==> src/rtl/fft4_stream.sv <==
// Streaming 4-point complex DFT: collects a four-sample frame, computes every bin in
// a single cycle, then emits the bins one per handshake with backpressure.
module fft4_stream #(
    parameter int W  = 4,
    parameter int OW = W + 2
) (
    input  logic          clk,
    input  logic          rst,
    input  logic          in_valid,
    output logic          in_ready,
    input  logic [W-1:0]  in_re,
    input  logic [W-1:0]  in_im,
    input  logic          in_inv,
    output logic          out_valid,
    input  logic          out_ready,
    output logic [OW-1:0] out_re,
    output logic [OW-1:0] out_im,
    output logic [1:0]    out_idx,
    output logic          out_last
);
    typedef enum logic [1:0] {
        ST_COLLECT = 2'd0,
        ST_COMPUTE = 2'd1,
        ST_OUTPUT  = 2'd2
    } state_t;

    state_t               state_r;
    logic [1:0]           n_r;
    logic [1:0]           k_r;
    logic                 mode_r;
    logic                 in_ready_r;
    logic                 out_valid_r;
    logic                 out_last_r;
    logic [1:0]           out_idx_r;
    logic signed [OW-1:0] out_re_r;
    logic signed [OW-1:0] out_im_r;
    logic [W-1:0]         x_re_r [4];
    logic [W-1:0]         x_im_r [4];
    logic signed [OW-1:0] bin_re_r [4];
    logic signed [OW-1:0] bin_im_r [4];

    logic signed [OW-1:0] xr_s [4];
    logic signed [OW-1:0] xi_s [4];
    logic signed [OW-1:0] bin_re_s [4];
    logic signed [OW-1:0] bin_im_s [4];
    logic signed [OW-1:0] sac_re_s, sac_im_s, sbd_re_s, sbd_im_s;
    logic signed [OW-1:0] p_re_s, p_im_s, q_re_s, q_im_s;
    logic signed [OW-1:0] f1_re_s, f1_im_s, f3_re_s, f3_im_s;
    logic                 in_fire_s;
    logic                 out_fire_s;

    function automatic logic signed [OW-1:0] sext(input logic [W-1:0] v);
        return {{(OW - W){v[W-1]}}, v};
    endfunction

    assign in_fire_s  = in_valid & in_ready_r;
    assign out_fire_s = out_valid_r & out_ready;

    assign in_ready  = in_ready_r;
    assign out_valid = out_valid_r;
    assign out_re    = out_re_r;
    assign out_im    = out_im_r;
    assign out_idx   = out_idx_r;
    assign out_last  = out_last_r;

    // Radix-2 butterflies over the stored frame; inverse mode only swaps bins 1 and 3.
    always_comb begin
        for (int i = 0; i < 4; i++) begin
            xr_s[i] = sext(x_re_r[i]);
            xi_s[i] = sext(x_im_r[i]);
        end
        sac_re_s = xr_s[0] + xr_s[2];
        sac_im_s = xi_s[0] + xi_s[2];
        sbd_re_s = xr_s[1] + xr_s[3];
        sbd_im_s = xi_s[1] + xi_s[3];
        p_re_s   = xr_s[0] - xr_s[2];
        p_im_s   = xi_s[0] - xi_s[2];
        q_re_s   = xr_s[1] - xr_s[3];
        q_im_s   = xi_s[1] - xi_s[3];
        f1_re_s  = p_re_s + q_im_s;
        f1_im_s  = p_im_s - q_re_s;
        f3_re_s  = p_re_s - q_im_s;
        f3_im_s  = p_im_s + q_re_s;
        bin_re_s[0] = sac_re_s + sbd_re_s;
        bin_im_s[0] = sac_im_s + sbd_im_s;
        bin_re_s[2] = sac_re_s - sbd_re_s;
        bin_im_s[2] = sac_im_s - sbd_im_s;
        if (mode_r) begin
            bin_re_s[1] = f3_re_s;
            bin_im_s[1] = f3_im_s;
            bin_re_s[3] = f1_re_s;
            bin_im_s[3] = f1_im_s;
        end else begin
            bin_re_s[1] = f1_re_s;
            bin_im_s[1] = f1_im_s;
            bin_re_s[3] = f3_re_s;
            bin_im_s[3] = f3_im_s;
        end
    end

    // Frame FSM, sample/bin storage and registered output stage.
    always_ff @(posedge clk) begin
        if (rst) begin
            state_r     <= ST_COLLECT;
            n_r         <= 2'd0;
            k_r         <= 2'd0;
            mode_r      <= 1'b0;
            in_ready_r  <= 1'b1;
            out_valid_r <= 1'b0;
            out_re_r    <= {OW{1'b0}};
            out_im_r    <= {OW{1'b0}};
            out_idx_r   <= 2'd0;
            out_last_r  <= 1'b0;
            for (int i = 0; i < 4; i++) begin
                x_re_r[i]   <= {W{1'b0}};
                x_im_r[i]   <= {W{1'b0}};
                bin_re_r[i] <= {OW{1'b0}};
                bin_im_r[i] <= {OW{1'b0}};
            end
        end else begin
            case (state_r)
                ST_COLLECT: begin
                    if (in_fire_s) begin
                        x_re_r[n_r] <= in_re;
                        x_im_r[n_r] <= in_im;
                        if (n_r == 2'd0) begin
                            mode_r <= in_inv;
                        end
                        if (n_r == 2'd3) begin
                            state_r    <= ST_COMPUTE;
                            in_ready_r <= 1'b0;
                            n_r        <= 2'd0;
                        end else begin
                            n_r <= n_r + 2'd1;
                        end
                    end
                end
                ST_COMPUTE: begin
                    for (int i = 0; i < 4; i++) begin
                        bin_re_r[i] <= bin_re_s[i];
                        bin_im_r[i] <= bin_im_s[i];
                    end
                    // Bin 0 goes straight to the output stage so it is valid next cycle.
                    out_re_r    <= bin_re_s[0];
                    out_im_r    <= bin_im_s[0];
                    out_idx_r   <= 2'd0;
                    out_last_r  <= 1'b0;
                    out_valid_r <= 1'b1;
                    k_r         <= 2'd0;
                    state_r     <= ST_OUTPUT;
                end
                ST_OUTPUT: begin
                    if (out_fire_s) begin
                        if (k_r == 2'd3) begin
                            state_r     <= ST_COLLECT;
                            in_ready_r  <= 1'b1;
                            out_valid_r <= 1'b0;
                            out_re_r    <= {OW{1'b0}};
                            out_im_r    <= {OW{1'b0}};
                            out_idx_r   <= 2'd0;
                            out_last_r  <= 1'b0;
                            k_r         <= 2'd0;
                        end else begin
                            out_re_r   <= bin_re_r[k_r + 2'd1];
                            out_im_r   <= bin_im_r[k_r + 2'd1];
                            out_idx_r  <= k_r + 2'd1;
                            out_last_r <= (k_r == 2'd2);
                            k_r        <= k_r + 2'd1;
                        end
                    end
                end
                default: begin
                    state_r     <= ST_COLLECT;
                    n_r         <= 2'd0;
                    k_r         <= 2'd0;
                    in_ready_r  <= 1'b1;
                    out_valid_r <= 1'b0;
                end
            endcase
        end
    end
endmodule

==> config.mk <==
export PLATFORM = sky130hd
export DESIGN_NAME = fft4_stream
export DESIGN_NICKNAME = d
export VERILOG_FILES = /design/src/rtl/fft4_stream.sv
export SDC_FILE = /design/constraint.sdc
export NUM_CORES = 1
export LEC_CHECK = 0
export BUFFER_PORTS_ARGS = -buffer_cell sky130_fd_sc_hd__buf_2
export CORE_MARGIN = 4
export CORE_UTILIZATION = 32
export CTS_BUF_LIST = sky130_fd_sc_hd__clkbuf_8
export DETAILED_ROUTE_END_ITERATION = 12
export GPL_ROUTABILITY_DRIVEN = 0
export PLACE_DENSITY = 0.54
export SETUP_SLACK_MARGIN = 0.05
export SKIP_LAST_GASP = 1
export SYNTH_ARGS = -nofsm -noshare
export SYNTH_HDL_FRONTEND = slang
export SYNTH_SLANG_ARGS = --single-unit
==> constraint.sdc <==
create_clock -name clk -period 5.09 [get_ports clk]
set_input_delay 1.018 -clock clk [delete_from_list [all_inputs] [get_ports clk]]
set_output_delay 1.018 -clock clk [all_outputs]
set_load 0.01 [all_outputs]
* Word level (Yosys, flattened, before mapping) *
Memory sizes are Yosys's and may differ from the RTL's.
Index checks and enable logic that the tools add are counted.

word-level totals
  flip-flop bits (word level) = 24
  RAM bits = 80
  input port bits = 13
  logic and storage cells = 123
  memories = 4

memory list
  name      depth  width  read ports  clocked after memory_dff  write ports  RTL line  RTL
  bin_im_r  4      6      1           0                         4            40        logic signed [OW-1:0] bin_im_r [4];
  bin_re_r  4      6      1           0                         4            39        logic signed [OW-1:0] bin_re_r [4];
  x_im_r    4      4      4           0                         4            38        logic [W-1:0] x_im_r [4];
  x_re_r    4      4      4           0                         4            37        logic [W-1:0] x_re_r [4];

cells by class
  add/subtract/negate cells = 18
  equal/unequal tests = 9
  mux-type cells = 56
  bitwise operators = 13
  reduce and logical (&&, ||, !) cells = 13

operators with widths
  operator                                      count
  two-way mux 6 bit                             16
  adder 5 x 5 -> 6 bit                          4
  case mux 6 bit (2 select lines)               2
  subtractor 5 x 5 -> 6 bit                     4
  adder 4 x 4 -> 5 bit                          4
  two-way mux 2 bit                             10
  subtractor 4 x 4 -> 5 bit                     4
  two-way mux 1 bit                             19
  case mux 2 bit (2 select lines)               3
  == test 2 bit (second input constant)         4
  two-way mux 4 bit                             2
  != test 2 bit (second input constant)         4
  OR 1 bit                                      8
  OR reduction 4 bit                            2
  case mux 1 bit (3 select lines)               2
  case mux 2 bit (3 select lines)               1
  AND reduction 2 bit                           3
  AND reduction 3 bit                           2
  AND reduction 5 bit                           1
  adder 2 x 1 -> 2 bit (second input constant)  2
  zero test 2 bit                               2
  AND reduction 4 bit                           1
  inverter 1 bit                                3
  AND 1 bit                                     2
  other kinds (4)                               4

* Longest topological paths before layout *
Gate-level depths: netlist of the first run.

  depth in word-level cells = 7
  depth in mapped cells = 13
  depth with buffers taken out = 13

* Worst setup path before layout of the first run *
No wires, ideal clock.

  kind = reg-to-reg
  start point = mem x_im_r[1][0]
  end point = mem bin_re_r[1][4] in the netlist's numbering, data pin
  arrival time = 2,213 ps
  slack = 2,603 ps
  cell stages (with the launch flop) = 12
  buffers on the path = 0
  cell sequence = edfxtp_1 -> inv_1 -> ha_1 -> inv_1 -> fa_1 -> xor2_1 -> ha_1 -> nor2b_1 -> o21a_1 -> o21a_1 -> nor3_1 -> a211oi_1

RTL lines
  item                RTL line
  start: declaration  38
  end: declaration    39

* Final worst setup path of the first run *
  start point = reg k_r[0]
  end point = reg out_re_r[4], in the netlist out_re[4]

between the ends
  longest elaborated chain between the ends = 5
  elaborated cells between the ends (all ways) = 6
  those cells by class = add/sub (1); eq/ne (1); mux (3); memory (1)

RTL lines
  item                                 RTL line  RTL
  start: declaration                   29        logic [1:0] k_r;
  start signal: assignment             168       k_r <= k_r + 2'd1;
  adder 2 x 1 -> 2 bit                 164       out_re_r <= bin_re_r[k_r + 2'd1];
  memory read (4 x 6 bit)              --
  two-way mux 6 bit (*)                154       if (k_r == 2'd3) begin
  two-way mux 6 bit (*)                153       if (out_fire_s) begin
  case mux 6 bit (2 select lines) (*)  121       case (state_r)
  end signal: assignment               144       out_re_r <= bin_re_s[0];
  end signal: assignment               158       out_re_r <= {OW{1'b0}};
  end signal: assignment               164
  end: declaration                     35        logic signed [OW-1:0] out_re_r;

Every way passes the cells marked *; elsewhere a longest branch is shown, timed or not. The select of a mux whose other input is x is not followed.
A chain may end at the register's enable or synchronous reset.

==> results of run 1 <==
## critical path: cells and delay by family (launching register included)
| kind | cells | cell delay, ns |
|---|---|---|
| buffers and inverters | 1 | 0.21 |
| multiplexers | 1 | 0.28 |
| flip-flops | 1 | 0.93 |
| AO/OA/AOI/OAI | 2 | 0.42 |
| AND/OR/NAND/NOR | 1 | 0.05 |
| adder cells (fa/ha/maj) | 1 | 0.82 |
## logic make-up (layout without fill, tap and decap cells)
family	after synthesis	in the layout	synth area share
AOI/OAI and AO/OA	121	121	0.118
adders and majority gates	95	95	0.189
and+or+nand+nor	200	200	0.146
muxes	25	25	0.0476
buffers and inverters	93	113	0.0548
xor gates and xnor gates	38	38	0.0479
DFF	100	100	0.398
## path summary, 6_finish.rpt
path	start	endpoint	slack [ns]	cells after the start
min reg2reg	out_idx[0]$_SDFFE_PP0P_	out_idx[0]$_SDFFE_PP0P_	0.46	2
max reg2reg	k_r[0]$_SDFFE_PP0P_	out_re[4]$_SDFFE_PP0P_	2.25	6
max	k_r[0]$_SDFFE_PP0P_	out_re[4]$_SDFFE_PP0P_	2.25	6
min	out_idx[0]$_SDFFE_PP0P_	out_idx[0]$_SDFFE_PP0P_	0.46	2
## sequential cells by signal, summed over array words and instances, names as in the netlist
name / cells
out_valid: 1
n_r: 2
k_r: 2
in_ready: 1
out_re: 6
out_im: 6
bin_im_r: 22
out_idx: 2
x_re_r: 16
out_last: 1
bin_re_r: 22
mode_r: 1
state_r: 2
x_im_r: 16
## cells in the mapped netlist, types with 3 or more instances
master and n:
sky130_fd_sc_hd__a21oi_1 45, sky130_fd_sc_hd__o22ai_1 6, sky130_fd_sc_hd__nand3_1 5, sky130_fd_sc_hd__mux2_2 3, sky130_fd_sc_hd__edfxtp_1 76, sky130_fd_sc_hd__xnor2_1 24, sky130_fd_sc_hd__fa_1 16, sky130_fd_sc_hd__a21o_1 7
sky130_fd_sc_hd__clkbuf_1 14, sky130_fd_sc_hd__and3_1 11, sky130_fd_sc_hd__buf_1 3, sky130_fd_sc_hd__a211oi_1 9, sky130_fd_sc_hd__buf_2 4, sky130_fd_sc_hd__and2_1 30, sky130_fd_sc_hd__ha_1 79, sky130_fd_sc_hd__or2_1 3
sky130_fd_sc_hd__a2111oi_2 3, sky130_fd_sc_hd__inv_1 64, sky130_fd_sc_hd__o21ai_0 12, sky130_fd_sc_hd__nor2b_1 4, sky130_fd_sc_hd__dfxtp_1 24, sky130_fd_sc_hd__o21bai_1 8, sky130_fd_sc_hd__mux4_2 6, sky130_fd_sc_hd__or3_1 3
sky130_fd_sc_hd__o21a_1 4, sky130_fd_sc_hd__xor2_1 14, sky130_fd_sc_hd__nand2b_1 13, sky130_fd_sc_hd__nor3_1 21, sky130_fd_sc_hd__buf_4 3, sky130_fd_sc_hd__nor2_1 77, sky130_fd_sc_hd__nand2_1 16, sky130_fd_sc_hd__a22o_1 5
sky130_fd_sc_hd__mux2i_1 15
## power breakdown
part / switching, uW / internal, uW / total [uW]
Combinational: 1330 / 900 / 2230
Sequential: 97.0 / 1090 / 1190
Clock: 317 / 191 / 508
Total: 1750 / 2180 / 3930
## through the flow
step           std cells  cell area [sq um]  total power (uW)  hold WS [ns]
2_1_floorplan        672               6940              2840         0.476
3_3_place_gp         951               7310              3430         0.451
3_5_place_dp         951               7310              3430         0.451
4_1_cts              967               7500              3950         0.468
5_1_grt              967               7500              4300         0.498
6_report             967               7500              3930         0.461
## metal layers
| layer | share of wire | GRT usage |
|---|---|---|
| met5 | 0 | 0 |
| met4 | 0.0098 | 0.0263 |
| met3 | 0.033 | 0.0287 |
| met2 | 0.45 | 0.209 |
| met1 | 0.51 | 0.195 |
## cell type report
cell class	count	area [sq um]	area share
Multi-Input combinational cell	479	3800	0.507
Sequential cell	100	2760	0.368
Tap cell	275	344	0.0459
Inverter	67	251	0.0335
Timing Repair Buffer	30	153	0.0203
Clock buffer	9	124	0.0165
Clock inverter	7	67.6	0.00901
## layout by cell type, fill, tap and decap left out, drive strengths merged, types with 3 or more instances in the layout
cell type / instances
ha: 79
nor2: 78
edfxtp: 76
inv: 70
a21oi: 45
and2: 30
buf: 30
xnor2: 24
dfxtp: 24
nor3: 23
nand2: 17
fa: 16
mux2i: 15
xor2: 14
o21ai: 14
nand2b: 13
and3: 11
a211oi: 9
clkbuf: 9
o21bai: 8
a21o: 7
o22ai: 6
mux4: 6
nand3: 6
nor2b: 6
a22o: 5
o21a: 4
or2: 4
mux2: 4
clkinv: 4
a2111oi: 3
or3: 3
a221oi: 3
==> impl_metrics.env, run 1 <==
export IMPL_timing_critical_path_slowest_cell_delay_ns=0.93
export IMPL_final_layout_size_suffix_gt1_frac=0.103
export IMPL_setup_ws_ns=2.25
export IMPL_post_cts_setup_repair_bufs=0
export IMPL_initial_util=0.328
export IMPL_routed_via_count=4581
export IMPL_routed_wire_length_per_instance_um=16.2
export IMPL_post_synth_top_area_cell="sky130_fd_sc_hd__edfxtp_1"
export IMPL_tritoncts="done"
export IMPL_clkSlewWorstSetupHoldPaths_ns=0.11
export IMPL_worst_skew_pair_late_latency_ns=0.39
export IMPL_totalNegativeSetupSlack_ns=0
export IMPL_run_status="completed"
export IMPL_synth_edff_count=76
export IMPL_utilization=0.355
export IMPL_grt_setup_unrepaired="no"
export IMPL_ys_async_sr_fraction=0
export IMPL_die_outline_height_um=155
export IMPL_timing_slew_headroom=0.323
export IMPL_worst_path_max_fanout=16
export IMPL_crit_type="flop to flop"
export IMPL_grt_max_degree=45
export IMPL_yosys_top_cells_area="sky130_fd_sc_hd__edfxtp_1 (33%), sky130_fd_sc_hd__ha_1 (14%), sky130_fd_sc_hd__dfxtp_1 (6.9%)"
export IMPL_cp_cell_sequence="inv_1 -> ha_1 -> mux2i_1 -> o221ai_1 -> o21ba_1 -> nor3_2"
export IMPL_critical_path_slowest_cell="sky130_fd_sc_hd__dfxtp_1"
export IMPL_route_final_wire_length_um=15700
export IMPL_ys_warn_count=0
export IMPL_gr_usage_all_layers=0.135
export IMPL_drtPass1Iterations=6
export IMPL_clock_sinks=100
export IMPL_timing_hold_violations_final=0
export IMPL_fin_nets=795
export IMPL_post_synth_cell_area_avg_sq_um=10.3
export IMPL_number_of_endpoints_failing_setup_at_the_final_stage=0
export IMPL_critPathLaunchType="flop"
export IMPL_detailedPlace_worstSlack_ns=1.99
export IMPL_n_fill_cell=2154
export IMPL_number_of_antenna_violations_at_the_first_check_in_global_routing=0
export IMPL_timing_critical_path_required_ns=5.35
export IMPL_postCtsResizedCells=0
export IMPL_leakage_uw=0.00318
export IMPL_ir_worst_vdd_v=0.000167
export IMPL_fin_crit_ns=2.84
export IMPL_syn_area_sq_um=6940
export IMPL_placementRows=53
export IMPL_drt_iter0_drc=245
export IMPL_seq_area_frac_synth=0.398
export IMPL_coreArea_sq_um=21200
export IMPL_residual_drc=0
export IMPL_finalMaxSlewViolations=0
export IMPL_timing_max_cap_violations=0
export IMPL_clock_skew_final_ns=0.0117
export IMPL_grt_ovfl_total=0
export IMPL_numCtsBuffers=9
export IMPL_critPathArrivalTime_ns=3.10
export IMPL_maximum_clock_rate_mhz=352
export IMPL_cts_hold_buffers_added=0
export IMPL_post_route_period_util=0.558
export IMPL_grt_first_pass_wirelength_um=25500
export IMPL_design_die_area_sq_um=24100
export IMPL_synthDistinctLibCells=65
export IMPL_cts_root_buffer_cell="sky130_fd_sc_hd__clkbuf_8"
export IMPL_postSynthNetCount=780
export IMPL_syn_instance_count=672
export IMPL_h_tree_level_count=3
export IMPL_classification_of_the_worst_slack_hold_path="flop to flop"
export IMPL_detailedPlacementHpwl_um=12400
export IMPL_post_synth_top_area_fraction=0.329
export IMPL_ant_nets=0
export IMPL_cp_end_kind="flop"
export IMPL_synthFlopType="sky130_fd_sc_hd__edfxtp_1"
export IMPL_synth_seq_cells=100
export IMPL_cts_root_to_sink_buffers=2
export IMPL_worst_slew_pin_transition_ns=1.02
export IMPL_grt_pass1_vias=4544
export IMPL_n_antenna_cell=0
export IMPL_floorplan_io_pins=30
export IMPL_power_per_cell_area_nw_per_um2=523
export IMPL_port_buffer_count=29
export IMPL_die_w_um=155
export IMPL_area_growth_pct=8.06
export IMPL_avgViaCountPerCell=4.74
No activity file was read; power rests on OpenSTA's default activity.
==> inputs of run 2 (changes only) <==
- PLACE_DENSITY: 0.54 -> 0.56
- clock period: 5.09 -> 2.6 ns (I/O delays scaled with it)
==> run 2 against run 1 <==
  * Final area rose by 16%
  * Sequential share of layout area down 5.1 points
  * Critical path type unchanged
  * Worst hold slack got worse by 0.10 ns
  * Non-clock buffer count increased by 66
  * The flow now finishes with violations (setup timing)
  * Sequential power increased by 92%
  * Wire length rose by 6.4%
  * Maximum frequency increased by 8.7%
  * Die area unchanged
  * Final cell count grew 6.8%
  * Flip-flop and latch count stayed put
==> impl_metrics.env, run 2 (synthesis results as in run 1) <==
export IMPL_run_status="complete, but fails checks"
export IMPL_violated_checks="setup timing"
export IMPL_grt_pass1_vias=4832
export IMPL_cp_end_kind="flop"
export IMPL_coreArea_sq_um=21200
export IMPL_power_per_cell_area_nw_per_um2=1110
export IMPL_clkSlewWorstSetupHoldPaths_ns=0.11
export IMPL_timing_critical_path_required_ns=2.84
export IMPL_design_die_area_sq_um=24100
export IMPL_setup_ws_ns=-0.0126
export IMPL_critical_path_slowest_cell="sky130_fd_sc_hd__fa_2"
export IMPL_numPlacedInstances=987
export IMPL_critPathArrivalTime_ns=2.85
export IMPL_grt_ovfl_total=0
export IMPL_fin_crit_ns=2.61
export IMPL_residual_drc=0
export IMPL_floorplan_io_pins=30
export IMPL_cts_root_to_sink_buffers=2
export IMPL_number_of_endpoints_failing_setup_at_the_final_stage=4
export IMPL_drtPass1Iterations=4
export IMPL_maximum_clock_rate_mhz=383
export IMPL_number_of_antenna_violations_at_the_first_check_in_global_routing=0
export IMPL_reg_largest_list="bin_im_r: 22 flops, bin_re_r: 22 flops"
export IMPL_tritoncts="done"
export IMPL_timing_slew_headroom=0.314
export IMPL_detailedPlacementHpwl_um=12500
export IMPL_crit_type="flop to flop"
export IMPL_layoutNonFillerInstCount=1033
export IMPL_n_antenna_cell=0
export IMPL_leakage_uw=0.00361
export IMPL_commonest_cells_after_routing_fill_and_taps_aside="sky130_fd_sc_hd__edfxtp_1 (76), sky130_fd_sc_hd__nor2_1 (71), sky130_fd_sc_hd__buf_4 (58)"
export IMPL_die_w_um=155
export IMPL_port_buffer_count=29
export IMPL_classification_of_the_worst_slack_hold_path="input port to flop"
export IMPL_layout_cells_most_common="sky130_fd_sc_hd__edfxtp_1"
export IMPL_timing_critical_path_slowest_cell_delay_ns=0.49
export IMPL_numCtsBuffers=9
export IMPL_worst_slew_pin_transition_ns=1.03
export IMPL_ant_nets=0
export IMPL_cts_root_buffer_cell="sky130_fd_sc_hd__clkbuf_8"
export IMPL_timing_max_cap_violations=0
export IMPL_cpLargestDelayFamily="adder cells"
export IMPL_clock_sinks=100
export IMPL_grt_first_pass_wirelength_um=25900
export IMPL_timing_hold_violations_final=0
export IMPL_final_hold_worst_slack_ns=0.358
export IMPL_initial_util=0.328
export IMPL_routed_wire_length_per_instance_um=16.1
export IMPL_totalNegativeSetupSlack_ns=-0.0416
export IMPL_area_growth_pct=25.4
export IMPL_clock_skew_final_ns=0.0143
export IMPL_gr_usage_all_layers=0.135
export IMPL_cp_cell_sequence="buf_6 -> ha_4 -> inv_4 -> fa_2 -> buf_6 -> ha_4 -> a211oi_2 -> nor2_1 -> or3_1 -> o21ai_0"
export IMPL_cp_buffers_inverters=3
export IMPL_post_route_period_util=1.00
export IMPL_grt_max_degree=45
export IMPL_fin_nets=861
export IMPL_cts_hold_buffers_added=0
export IMPL_grt_setup_unrepaired="yes"
export IMPL_die_outline_height_um=155
export IMPL_routed_via_count=4913
export IMPL_final_layout_size_suffix_gt1_frac=0.330
export IMPL_drt_iter0_drc=208
export IMPL_worst_path_max_fanout=3
export IMPL_avgViaCountPerCell=4.76
export IMPL_h_tree_level_count=3
export IMPL_placementRows=53
export IMPL_route_final_wire_length_um=16700
export IMPL_ir_worst_vdd_v=0.000436
export IMPL_worst_skew_pair_late_latency_ns=0.39
export IMPL_critPathLaunchType="flop"
export IMPL_finalMaxSlewViolations=0
run 2: cell count changes in the layout (fill, tap and decap cells not counted), moves of 10 or more:
cell	before	now
sky130_fd_sc_hd__xnor2_2	0	10
sky130_fd_sc_hd__inv_1	64	50
sky130_fd_sc_hd__fa_2	0	16
sky130_fd_sc_hd__ha_1	79	56
sky130_fd_sc_hd__ha_4	0	16
sky130_fd_sc_hd__fa_1	16	0
sky130_fd_sc_hd__xor2_1	14	3
sky130_fd_sc_hd__inv_2	2	15
sky130_fd_sc_hd__a21oi_1	45	33
sky130_fd_sc_hd__xor2_2	0	11
sky130_fd_sc_hd__xnor2_1	24	14
sky130_fd_sc_hd__buf_4	1	58
run 2: area by class of cell:
class | count | area [sq um]
fill | 2038 | 12400
multi-input combinational | 479 | 4450
sequential | 100 | 2760
timing repair buffer | 96 | 682
tap | 275 | 344
inverter | 67 | 256
clock buffer | 10 | 138
clock inverter | 6 | 71.3
run 2: layer usage:
layer	global-route usage	routed length [um]	vias up
li1	-	-	2484
met1	0.191	8050	2350
met2	0.217	7910	63
met3	0.0253	477	16
met4	0.0254	223	0
met5	0	0	-
run 2: per-stage QoR:
step / power (uW) / utilization / area [sq um] / setup WS (ns)
floorplan: 5570 / - / 6940 / 0.113
global placement: 6980 / 0.358 / 7580 / -0.0994
detailed placement: 7010 / 0.358 / 7580 / -0.0841
CTS: 8470 / 0.380 / 8040 / 0.00134
global route: 10400 / 0.412 / 8710 / -0.112
finish: 9640 / 0.412 / 8710 / -0.0126
run 2: tightest hold or removal path, delay by kind of cell:
kind                   cells  cell delay, ns
buffers and inverters      1            0.08
muxes                      1            0.05
and+or+nand+nor            1            0.07
run 2: path summary, 6_finish.rpt:
path / startpoint / to / slack, ns / depth (start not counted)
setup / recovery: x_re_r[3][0]$_DFFE_PP_ / bin_im_r[1][3]$_SDFFCE_PN0P_ / -0.01 / 10
hold / removal: in_inv / mode_r$_SDFFE_PP0P_ / 0.36 / 3
setup reg to reg: x_re_r[3][0]$_DFFE_PP_ / bin_im_r[1][3]$_SDFFCE_PN0P_ / -0.01 / 10
hold reg to reg: out_idx[0]$_SDFFE_PP0P_ / out_idx[0]$_SDFFE_PP0P_ / 0.47 / 2
run 2: timing repair:
action | 4_1_cts | 5_1_grt
gates cloned | 0 | 0
gates resized for setup | 42 | 100
buffers inserted | 13 | 17
endpoints found under the hold margin | 0 | 0
endpoints found under the setup margin | 27 | 34
pin swaps | 19 | 59
run 2: power breakdown:
part	internal, uW	total, uW	leakage (uW)	switching [uW]
logic	2980	6270	0.00252	3290
registers	2130	2280	0.000985	152
clock network	482	1090	0.000104	609
total	5600	9640	0.00361	4050
==> inputs of run 3 (changes only) <==
- SETUP_SLACK_MARGIN: 0.05 -> unset
==> run 3 against run 2 <==
  * Critical endpoint is now bin_re_r[3][4]$_SDFFCE_PN0P_
  * Clock power hardly changed
  * Largest cell class unchanged
  * First-iteration DRC count is 2.9% lower
  * The run still ends with setup timing left
  * Critical path depth stayed put
  * Non-clock buffer count is 12 lower
  * Maximum frequency is 1.8% lower
  * Power is 5.2% lower
  * Sequential power hardly changed
  * Critical path type unchanged
  * Utilization is 1.4 points lower
==> impl_metrics.env, run 3 (synthesis results as in run 1) <==
export IMPL_clock_sinks=100
export IMPL_layoutNonFillerInstCount=1021
export IMPL_numPlacedInstances=987
export IMPL_reg_largest_list="bin_im_r: 22 flops, bin_re_r: 22 flops"
export IMPL_h_tree_level_count=3
export IMPL_avgViaCountPerCell=4.82
export IMPL_number_of_endpoints_failing_setup_at_the_final_stage=3
export IMPL_route_final_wire_length_um=16400
export IMPL_grt_setup_unrepaired="yes"
export IMPL_residual_drc=0
export IMPL_timing_hold_violations_final=0
export IMPL_die_w_um=155
export IMPL_tritoncts="done"
export IMPL_cts_hold_buffers_added=0
export IMPL_coreArea_sq_um=21200
export IMPL_power_per_cell_area_nw_per_um2=1090
export IMPL_die_outline_height_um=155
export IMPL_grt_first_pass_wirelength_um=25600
export IMPL_worst_path_max_fanout=3
export IMPL_clock_skew_final_ns=0.0132
export IMPL_grt_max_degree=45
export IMPL_routed_via_count=4918
export IMPL_detailedPlacementHpwl_um=12500
export IMPL_cts_root_to_sink_buffers=2
export IMPL_seqPwrFrac=0.249
export IMPL_n_antenna_cell=0
export IMPL_port_buffer_count=29
export IMPL_drt_iter0_drc=202
export IMPL_setup_ws_ns=-0.0605
export IMPL_worst_skew_pair_late_latency_ns=0.39
export IMPL_run_status="complete, but fails checks"
export IMPL_timing_max_cap_violations=0
export IMPL_cp_end_kind="flop"
export IMPL_gr_usage_all_layers=0.134
export IMPL_maximum_clock_rate_mhz=376
export IMPL_routed_wire_length_per_instance_um=16.0
export IMPL_design_die_area_sq_um=24100
export IMPL_leakage_uw=0.00350
export IMPL_initial_util=0.328
export IMPL_power_net_switching_uw=3850
export IMPL_layout_cells_most_common="sky130_fd_sc_hd__edfxtp_1"
export IMPL_worst_slew_pin_transition_ns=1.02
export IMPL_fin_nets=849
export IMPL_commonest_cells_after_routing_fill_and_taps_aside="sky130_fd_sc_hd__edfxtp_1 (76), sky130_fd_sc_hd__nor2_1 (75), sky130_fd_sc_hd__ha_1 (60)"
export IMPL_totalNegativeSetupSlack_ns=-0.102
export IMPL_finalMaxSlewViolations=0
export IMPL_grt_pass1_vias=4791
export IMPL_fraction_of_power_consumed_by_the_clock_network=0.119
export IMPL_classification_of_the_worst_slack_hold_path="input port to flop"
export IMPL_crit_type="flop to flop"
export IMPL_fin_crit_ns=2.66
export IMPL_drtPass1Iterations=5
export IMPL_timing_critical_path_required_ns=2.73
export IMPL_clkSlewWorstSetupHoldPaths_ns=0.11
export IMPL_number_of_antenna_violations_at_the_first_check_in_global_routing=0
export IMPL_critPathArrivalTime_ns=2.79
export IMPL_switching_share=0.421
export IMPL_floorplan_io_pins=30
export IMPL_timing_slew_headroom=0.317
export IMPL_numCtsBuffers=9
export IMPL_cts_root_buffer_cell="sky130_fd_sc_hd__clkbuf_8"
export IMPL_ir_worst_vdd_v=0.000400
export IMPL_critPathLaunchType="flop"
export IMPL_violated_checks="setup timing"
export IMPL_power_frac_comb=0.632
export IMPL_placementRows=53
export IMPL_post_route_period_util=1.02
export IMPL_final_layout_size_suffix_gt1_frac=0.283
export IMPL_ant_nets=0
export IMPL_power_internal_uw=5290
export IMPL_area_growth_pct=21.2
export IMPL_grt_ovfl_total=0
## run 3: power by group through the flow
stage	clock (uW)	sequential (uW)	combinational, uW
floorplan	0	2310	3260
global placement	0	2320	4660
detailed placement	0	2330	4680
CTS	1120	2290	4880
global route	1180	2320	6360
finish	1090	2280	5770
## run 3: metal layers
layer	wire length, um	up-vias	GRT usage	part of all wire
met3	565	13	0.0253	0.034
met4	169	0	0.0254	0.010
met5	0	-	0	0
li1	-	2469	-	-
met2	7730	83	0.215	0.47
met1	7920	2353	0.190	0.48
## run 3: timing repair
| action | CTS | global route |
|---|---|---|
| setup buffers | 6 | 12 |
| pin swaps | 8 | 36 |
| resized for setup | 19 | 81 |
| setup endpoints to repair | 17 | 35 |
## run 3: path summary, 6_finish.rpt
kind         slack [ns]                      endpoint  cells past startpoint                       start
max               -0.06  bin_re_r[3][4]$_SDFFCE_PN0P_                     10  x_im_r[1][0]$_SDFFCE_PN0P_
min                0.36           mode_r$_SDFFE_PP0P_                      3                      in_inv
max reg2reg       -0.06  bin_re_r[3][4]$_SDFFCE_PN0P_                     10  x_im_r[1][0]$_SDFFCE_PN0P_
min reg2reg        0.47       out_idx[0]$_SDFFE_PP0P_                      2     out_idx[0]$_SDFFE_PP0P_
## run 3: final cells by class
cell class | instances | area (sq um)
Sequential cell | 100 | 2760
Timing Repair Buffer | 84 | 562
Inverter | 67 | 254
Tap cell | 275 | 344
Clock buffer | 10 | 138
Multi-Input combinational cell | 479 | 4280
Clock inverter | 6 | 71.3
Fill cell | 2079 | 12700
## run 3: worst max-delay path, stage by stage (launching register included)
cell,delay (ns)
sky130_fd_sc_hd__edfxtp_1,0.41
sky130_fd_sc_hd__inv_1,0.08
sky130_fd_sc_hd__ha_1,0.16
sky130_fd_sc_hd__inv_2,0.05
sky130_fd_sc_hd__fa_2,0.61
sky130_fd_sc_hd__inv_4,0.07
sky130_fd_sc_hd__fa_1,0.42
sky130_fd_sc_hd__a21oi_1,0.14
sky130_fd_sc_hd__o21ba_2,0.15
sky130_fd_sc_hd__xnor2_1,0.20
sky130_fd_sc_hd__a211oi_2,0.13
## run 3: per-stage QoR
step | instance area, sq um | hold WS, ns | utilization | power [uW] | setup slack [ns]
CTS | 7910 | 0.340 | 0.374 | 8290 | -0.00484
global placement | 7580 | 0.445 | 0.358 | 6980 | -0.0994
floorplan | 6940 | 0.476 | - | 5570 | 0.113
global route | 8410 | 0.356 | 0.398 | 9850 | -0.154
detailed placement | 7580 | 0.454 | 0.358 | 7010 | -0.0841
finish | 8410 | 0.359 | 0.398 | 9140 | -0.0605
